File: src/rtl/sipo_pkg.sv
// Shared types and constants for the serial-in frame receiver.
package sipo_pkg;

  // Receiver FSM states
  typedef enum logic [1:0] {
    IDLE   = 2'd0,
    DATA   = 2'd1,
    PARITY = 2'd2
  } state_t;

  localparam int DATA_W_DEFAULT = 8;

  // Line cycles per frame: start bit, payload, optional parity bit
  function automatic int FRAME_LEN(input int data_w, input int parity_en);
    return 1 + data_w + parity_en;
  endfunction

endpackage

File: src/rtl/sipo_shreg.sv
// Payload shift register; shift direction chosen so that the first bit on
// the line lands in dout[DATA_W-1] (MSB_FIRST=1) or dout[0] (MSB_FIRST=0).
module sipo_shreg #(
  parameter int DATA_W    = 8,
  parameter int MSB_FIRST = 1
) (
  input  logic              clk,
  input  logic              reset,
  input  logic              clear,
  input  logic              shift_en,
  input  logic              sin,
  output logic [DATA_W-1:0] q,
  output logic [DATA_W-1:0] q_shift
);

  // q_shift is the value q would take if sin were shifted in this cycle;
  // the top uses it to deliver a frame whose final bit is the one being sampled.
  generate
    if (DATA_W == 1) begin : g_single
      assign q_shift = sin;
    end else if (MSB_FIRST != 0) begin : g_msb
      assign q_shift = {q[DATA_W-2:0], sin};
    end else begin : g_lsb
      assign q_shift = {sin, q[DATA_W-1:1]};
    end
  endgenerate

  // Register update: reset and clear dominate shifting
  always_ff @(posedge clk) begin
    if (reset) begin
      q <= '0;
    end else if (clear) begin
      q <= '0;
    end else if (shift_en) begin
      q <= q_shift;
    end
  end

endmodule

File: src/rtl/sipo_frame_receiver.sv
// Serial frame receiver: start bit, DATA_W payload bits, optional even parity.
// Completed frames are presented on dout with a valid/ready handshake.
//
//   state  | meaning
//   IDLE   | waiting for a start bit (sin=1)
//   DATA   | sampling payload bits, bit_cnt counts bits taken so far
//   PARITY | sampling the parity bit; this edge delivers the frame
module sipo_frame_receiver
  import sipo_pkg::*;
#(
  parameter int DATA_W    = DATA_W_DEFAULT,
  parameter int MSB_FIRST = 1,
  parameter int PARITY_EN = 1
) (
  input  logic              clk,
  input  logic              reset,
  input  logic              sin,
  output logic [DATA_W-1:0] dout,
  output logic              dvalid,
  input  logic              dready,
  output logic              parity_err,
  output logic              overrun,
  output logic              busy
);

  localparam int CNT_W = (DATA_W > 1) ? $clog2(DATA_W) : 1;

  state_t             state, state_nxt;
  logic [CNT_W-1:0]   bit_cnt;
  logic               parity_acc;
  logic               shift_en;
  logic               sh_clear;
  logic               deliver;
  logic               last_bit;
  logic [DATA_W-1:0]  sh_q;
  logic [DATA_W-1:0]  sh_shift;
  logic [DATA_W-1:0]  word_nxt;
  logic               perr_nxt;

  sipo_shreg #(
    .DATA_W    (DATA_W),
    .MSB_FIRST (MSB_FIRST)
  ) u_shreg (
    .clk      (clk),
    .reset    (reset),
    .clear    (sh_clear),
    .shift_en (shift_en),
    .sin      (sin),
    .q        (sh_q),
    .q_shift  (sh_shift)
  );

  assign last_bit = (bit_cnt == CNT_W'(DATA_W - 1));
  assign busy     = (state != IDLE);

  // State register
  always_ff @(posedge clk) begin
    if (reset) begin
      state <= IDLE;
    end else begin
      state <= state_nxt;
    end
  end

  // Next-state and per-cycle control strobes
  always_comb begin
    state_nxt = state;
    shift_en  = 1'b0;
    sh_clear  = 1'b0;
    deliver   = 1'b0;
    case (state)
      IDLE: begin
        if (sin) begin
          state_nxt = DATA;
          sh_clear  = 1'b1;
        end
      end
      DATA: begin
        shift_en = 1'b1;
        if (last_bit) begin
          if (PARITY_EN != 0) begin
            state_nxt = PARITY;
          end else begin
            state_nxt = IDLE;
            deliver   = 1'b1;
          end
        end
      end
      PARITY: begin
        deliver   = 1'b1;
        state_nxt = IDLE;
      end
      default: begin
        state_nxt = IDLE;
      end
    endcase
  end

  // Payload bit counter, restarted by each start bit
  always_ff @(posedge clk) begin
    if (reset) begin
      bit_cnt <= '0;
    end else if (state == IDLE && sin) begin
      bit_cnt <= '0;
    end else if (shift_en) begin
      bit_cnt <= bit_cnt + 1'b1;
    end
  end

  // Running XOR of payload bits; the parity bit is folded in at delivery
  always_ff @(posedge clk) begin
    if (reset) begin
      parity_acc <= 1'b0;
    end else if (state == IDLE && sin) begin
      parity_acc <= 1'b0;
    end else if (shift_en) begin
      parity_acc <= parity_acc ^ sin;
    end
  end

  // Without parity the last payload bit is still on sin at delivery,
  // so take the post-shift view of the register in that case.
  assign word_nxt = (state == PARITY) ? sh_q : sh_shift;
  assign perr_nxt = (PARITY_EN != 0) ? (parity_acc ^ sin) : 1'b0;

  // Output register, handshake and overrun detection
  always_ff @(posedge clk) begin
    if (reset) begin
      dout       <= '0;
      parity_err <= 1'b0;
      dvalid     <= 1'b0;
      overrun    <= 1'b0;
    end else if (deliver) begin
      if (!dvalid || dready) begin
        dout       <= word_nxt;
        parity_err <= perr_nxt;
        dvalid     <= 1'b1;
        overrun    <= 1'b0;
      end else begin
        overrun    <= 1'b1;
      end
    end else begin
      overrun <= 1'b0;
      if (dvalid && dready) begin
        dvalid <= 1'b0;
      end
    end
  end

endmodule

File: config.mk
export PLATFORM = sky130hd
export DESIGN_NAME = sipo_frame_receiver
export DESIGN_NICKNAME = d
export VERILOG_FILES = /design/src/rtl/sipo_pkg.sv /design/src/rtl/sipo_shreg.sv /design/src/rtl/sipo_frame_receiver.sv
export SDC_FILE = /design/constraint.sdc
export NUM_CORES = 1
export LEC_CHECK = 0
export ABC_AREA = 1
export BUFFER_PORTS_ARGS = -buffer_cell sky130_fd_sc_hd__buf_2
export CORE_UTILIZATION = 25
export DETAILED_ROUTE_END_ITERATION = 10
export SLEW_MARGIN = 20
export SYNTH_ARGS = -nofsm -noshare
export SYNTH_HDL_FRONTEND = slang
export SYNTH_SLANG_ARGS = --single-unit
export TNS_END_PERCENT = 100
File: constraint.sdc
create_clock -name clk -period 1 [get_ports clk]
set_input_delay 0.1 -clock clk [delete_from_list [all_inputs] [get_ports clk]]
set_output_delay 0.1 -clock clk [all_outputs]
set_load 0.005 [all_outputs]
# Word level (Yosys, flattened, before mapping)
# Cells that the tools add are included.
[word_totals]
register_bits = 25
inputBits = 4
output_inout_bits = 12
word_cells = 42
[classes]
addsub = 1
eq_ne = 6
muxes = 12
bitwise = 2
n_reduce_logical = 13
[ops]
columns = ["cell", "n"]
rows = [
  ["$mux W1", 8],
  ["$mux W8", 1],
  ["$reduce_and A2 Y1", 3],
  ["$reduce_or A2 Y1", 3],
  ["$mux W2", 2],
  ["$ne A2 B2 Y1 const B", 2],
  ["$pmux W2 S2", 1],
  ["$reduce_bool A2 Y1", 2],
  ["$add A3 B1 Y3 const B", 1],
  ["$eq A3 B3 Y1 const B", 1],
  ["$eq A2 B1 Y1 const B", 1],
  ["$eq A2 B2 Y1 const B", 1],
  ["$logic_and A1 B1 Y1", 2],
  ["$logic_not A2 Y1", 1],
  ["$ne A2 B1 Y1 const B", 1],
  ["$logic_not A1 Y1", 1],
  ["$logic_or A1 B1 Y1", 1],
  ["$not A1 Y1", 1],
  ["$xor A1 B1 Y1", 1],
]

# Logic depth before layout (Yosys ltp)
[depth]
word_depth = 4
depth_mapped = 6
ltp_nobuf = 6

# By module
# A second synthesis with hierarchy kept.
[unflattened]
cells_unflattened = 156
hier_area_um2 = 1147.4
[modules_own_cells]
columns = ["module", "n_inst", "cells_per_inst", "area_each_um2", "seq_area_each_um2"]
rows = [
  ["sipo_frame_receiver", 1, 97, 725.7, 340.3],
  ["sipo_shreg", 1, 59, 421.7, 160.2],
]

# Worst setup path before layout
# OpenSTA, ideal clock, no wires.
[synth_path]
kind = "reg-to-reg"
start = "register bit_cnt[0]"
end = "register bit_cnt[2]"
setup_time_ps = 117
t_arrival_ps = 848
required_time_ps = 883
path_slack_ps = 34
stages_incl_launch_ff = 5
n_path_buf = 0
period_less_slack_ps = 966
path_cell_list = "dfxtp_1 ha_1 ha_1 nand2_1 a21oi_1"
[synth_between]
elab_chain_len = 1
[synth_lines]
columns = ["item", "line_no", "source"]
rows = [
  ["start, declared", "sipo_frame_receiver.sv:29", "logic [CNT_W-1:0] bit_cnt;"],
  ["start signal, assigned", "sipo_frame_receiver.sv:106", "bit_cnt <= bit_cnt + 1'b1;"],
  ["$add A3 B1 Y3", "sipo_frame_receiver.sv:106", ""],
]
# No other way between the ends.
# A chain may end at the register's enable or synchronous reset.

# Worst setup path in the final report
[layout_path]
start = "register state[0]"
end = "output port busy"
[layout_between]
elab_chain_len = 1
[layout_lines]
columns = ["item", "line_no", "source"]
rows = [
  ["start, declared", "sipo_frame_receiver.sv:28", "state_t state, state_nxt;"],
  ["start signal, assigned", "sipo_frame_receiver.sv:61", "state <= state_nxt;"],
  ["$reduce_bool A2 Y1", "sipo_frame_receiver.sv:54", "assign busy = (state != IDLE);"],
  ["end, declared", "sipo_frame_receiver.sv:23", "output logic busy"],
]
# No other way between the ends.

==> results.json <==
{
  "final_cells": 200,
  "routed_wl_um": 1839,
  "slew_viol_final": 0,
  "initial_utilization_pct": 26.84,
  "worst_ep_arrival_time_ns": 0.89,
  "max_stage_delay_ns": 0.37,
  "syn-num-nets": 137,
  "yosysSeqAreaShare_pct": 49.81,
  "cpLargestDelayFamily": "flip-flops",
  "die_area_sq_um": 4277,
  "portBuffers": 15,
  "die_h_um": 65.40,
  "required_ns": 0.90,
  "place_inst": 195,
  "path_buf_inv": 2,
  "seqCellArea_sq_um": 505.5,
  "drt.antenna.violating_nets": 0,
  "num-fill-cells": 418,
  "max_freq_ghz": 1.008,
  "ir_worst_vdd_v": 0.0004078,
  "cts.sinks": 25,
  "layout_setup_ws_ns": 0.008036,
  "drt-initial-drc-count": 45,
  "multi_input_comb_area_sq_um": 476.7,
  "start_kind": "flop",
  "rsz0062_at_grt": "yes",
  "power_density_nw_per_um2": 1364,
  "placementRows": 22,
  "synth-seq-cells": 25,
  "cp_max_fo": 4,
  "slew_headroom_pct": 85.17,
  "place_area_sq_um": 1157,
  "path_clk_slew_ns": 0.08,
  "grt_overflow": 0,
  "grt_pass1_vias": 773,
  "end_kind": "output pin",
  "period_needed_ns": 0.9920,
  "dp_hpwl_um": 1315,
  "nets": 159,
  "syn_inst": 131,
  "maxCapViolCount": 0,
  "hp-class": "in2reg",
  "finClkSkew_ns": 0.001884,
  "leakagePower_nw": 0.5265,
  "vias": 856,
  "worst_slew_pin_slew_ns": 0.2217,
  "yosys_warnings": 0,
  "stdcell_area_sq_um": 1281,
  "drc": 0,
  "ys_types": 14,
  "first_pass_iters": 4,
  "grtUsageTotal_pct": 9.526,
  "synth_area_sq_um": 1005,
  "htreeDepth": 1,
  "outcome": "completed",
  "chipWidth_um": 65.40,
  "grt_max_degree": 15,
  "via_per_inst": 4.280,
  "insertion_delay_ns": 0.26,
  "setup_viol": 0,
  "wl_per_cell_um": 9.195,
  "grt_pass1_wl_um": 3229,
  "gp_congestion": 0.6894,
  "drive_above_1_share_pct": 28.29,
  "antenna_cells": 0,
  "io_pins": 16,
  "path_cells": "nor2_2 -> inv_1 -> buf_2",
  "cts_root_buf": "clkbuf_8",
  "critical_path_class": "reg2out",
  "period_share_pct": 99.20,
  "syn_area_per_cell_sq_um": 7.670,
  "crit_slowest_cell": "dfxtp_2",
  "antenna_found_initial": 0,
  "syn_to_final_growth_pct": 27.52,
  "cts_tree": "done",
  "hold_viol_final": 0,
  "dp_slack_ns": -0.01122,
  "numCtsBuffers": 3,
  "coreArea_sq_um": 3744,
  "cts_max_path_buffers": 2
}
==> cells in the mapped netlist, drive strengths merged <==
| library cell | n | area [sq um] |
|---|---|---|
| nand2 | 42 | 160.2 |
| dfxtp | 25 | 500.5 |
| nor2 | 23 | 101.4 |
| a21oi | 13 | 65.06 |
| inv | 11 | 41.29 |
| nand3b | 8 | 60.06 |
| buf | 4 | 32.53 |
| ha | 2 | 25.02 |
| nor3 | 2 | 10.01 |
| xor2 | 1 | 8.760 |
==> cell usage in the layout, fill, tap and decap left out, drive strengths merged <==
master	netlist	routed
clkbuf	0	3
dfxtp	25	25
nor2	23	23
buf	4	21
nand3b	8	8
xor2	1	1
a21oi	13	13
nand2	42	42
clkinv	0	1
inv	11	11
ha	2	2
nor3	2	2
==> layout make-up <==
cell class	count	area share [%]
clock inverters	1	0.3906
clock buffers	3	3.223
well taps	48	4.687
flip-flops and latches	25	39.45
repair buffers	21	11.62
inverters	11	3.418
multi-input cells	91	37.21
==> what timing repair did <==
action | 4_1_cts | 5_1_grt
resized for setup | 12 | 5
endpoints found under the setup margin | 16 | 21
pin swaps | 3 | 3
buffers inserted | 0 | 1
hold buffers | 0 | 0
==> power breakdown <==
| group | switching (mW) | total (mW) | internal (mW) |
|---|---|---|---|
| sequential | 0.0138 | 1.02 | 1.01 |
| combinational | 0.0781 | 0.138 | 0.0598 |
| clock | 0.311 | 0.589 | 0.278 |
| total | 0.403 | 1.75 | 1.34 |
==> final timing paths <==
path / from / to / slack (ns) / cells past startpoint
max: state[0] / busy / 0.008 / 3
min reg2reg: u_shreg.q[7] / u_shreg.q[7] / 0.48 / 2
max reg2reg: bit_cnt[0] / bit_cnt[2] / 0.03 / 4
min: reset / state[0] / 0.06 / 2
==> kinds of logic (layout without fill, tap and decap cells) <==
family,count (synthesis),count (layout),share of synthesized area (%)
and+or+nand+nor,75,75,33.00
DFF,25,25,49.81
buffers and inverters,15,36,7.347
AOI/OAI and AO/OA,13,13,6.475
adders and majority gates,2,2,2.490
xor gates and xnor gates,1,1,0.8719
==> per-stage QoR <==
| stage | util, % | hold slack, ns | setup TNS [ns] | total power, mW |
|---|---|---|---|---|
| 2_1_floorplan | - | 0.1691 | 0 | 1.120 |
| 3_3_place_gp | 30.92 | 0.3443 | 0 | 1.167 |
| 3_5_place_dp | 30.92 | 0.3454 | -0.03928 | 1.167 |
| 4_1_cts | 33.29 | 0.04981 | -0.007953 | 1.770 |
| 5_1_grt | 34.22 | 0.06079 | -0.4325 | 1.850 |
| 6_report | 34.22 | 0.06028 | 0 | 1.748 |
==> flip-flops by register name (all words and copies together), names as in the netlist <==
signal / cells
u_shreg.q: 8
parity_err: 1
overrun: 1
state: 2
bit_cnt: 3
dout: 8
parity_acc: 1
dvalid: 1
==> per-layer routing <==
layer	routed length (um)	vias up	global-route usage [%]
met5	0	-	0
met4	44	0	4.891
met3	42	5	1.042
met2	873	14	15.98
met1	878	385	11.92
li1	-	452	-
Power figures use the tool's default switching activity.
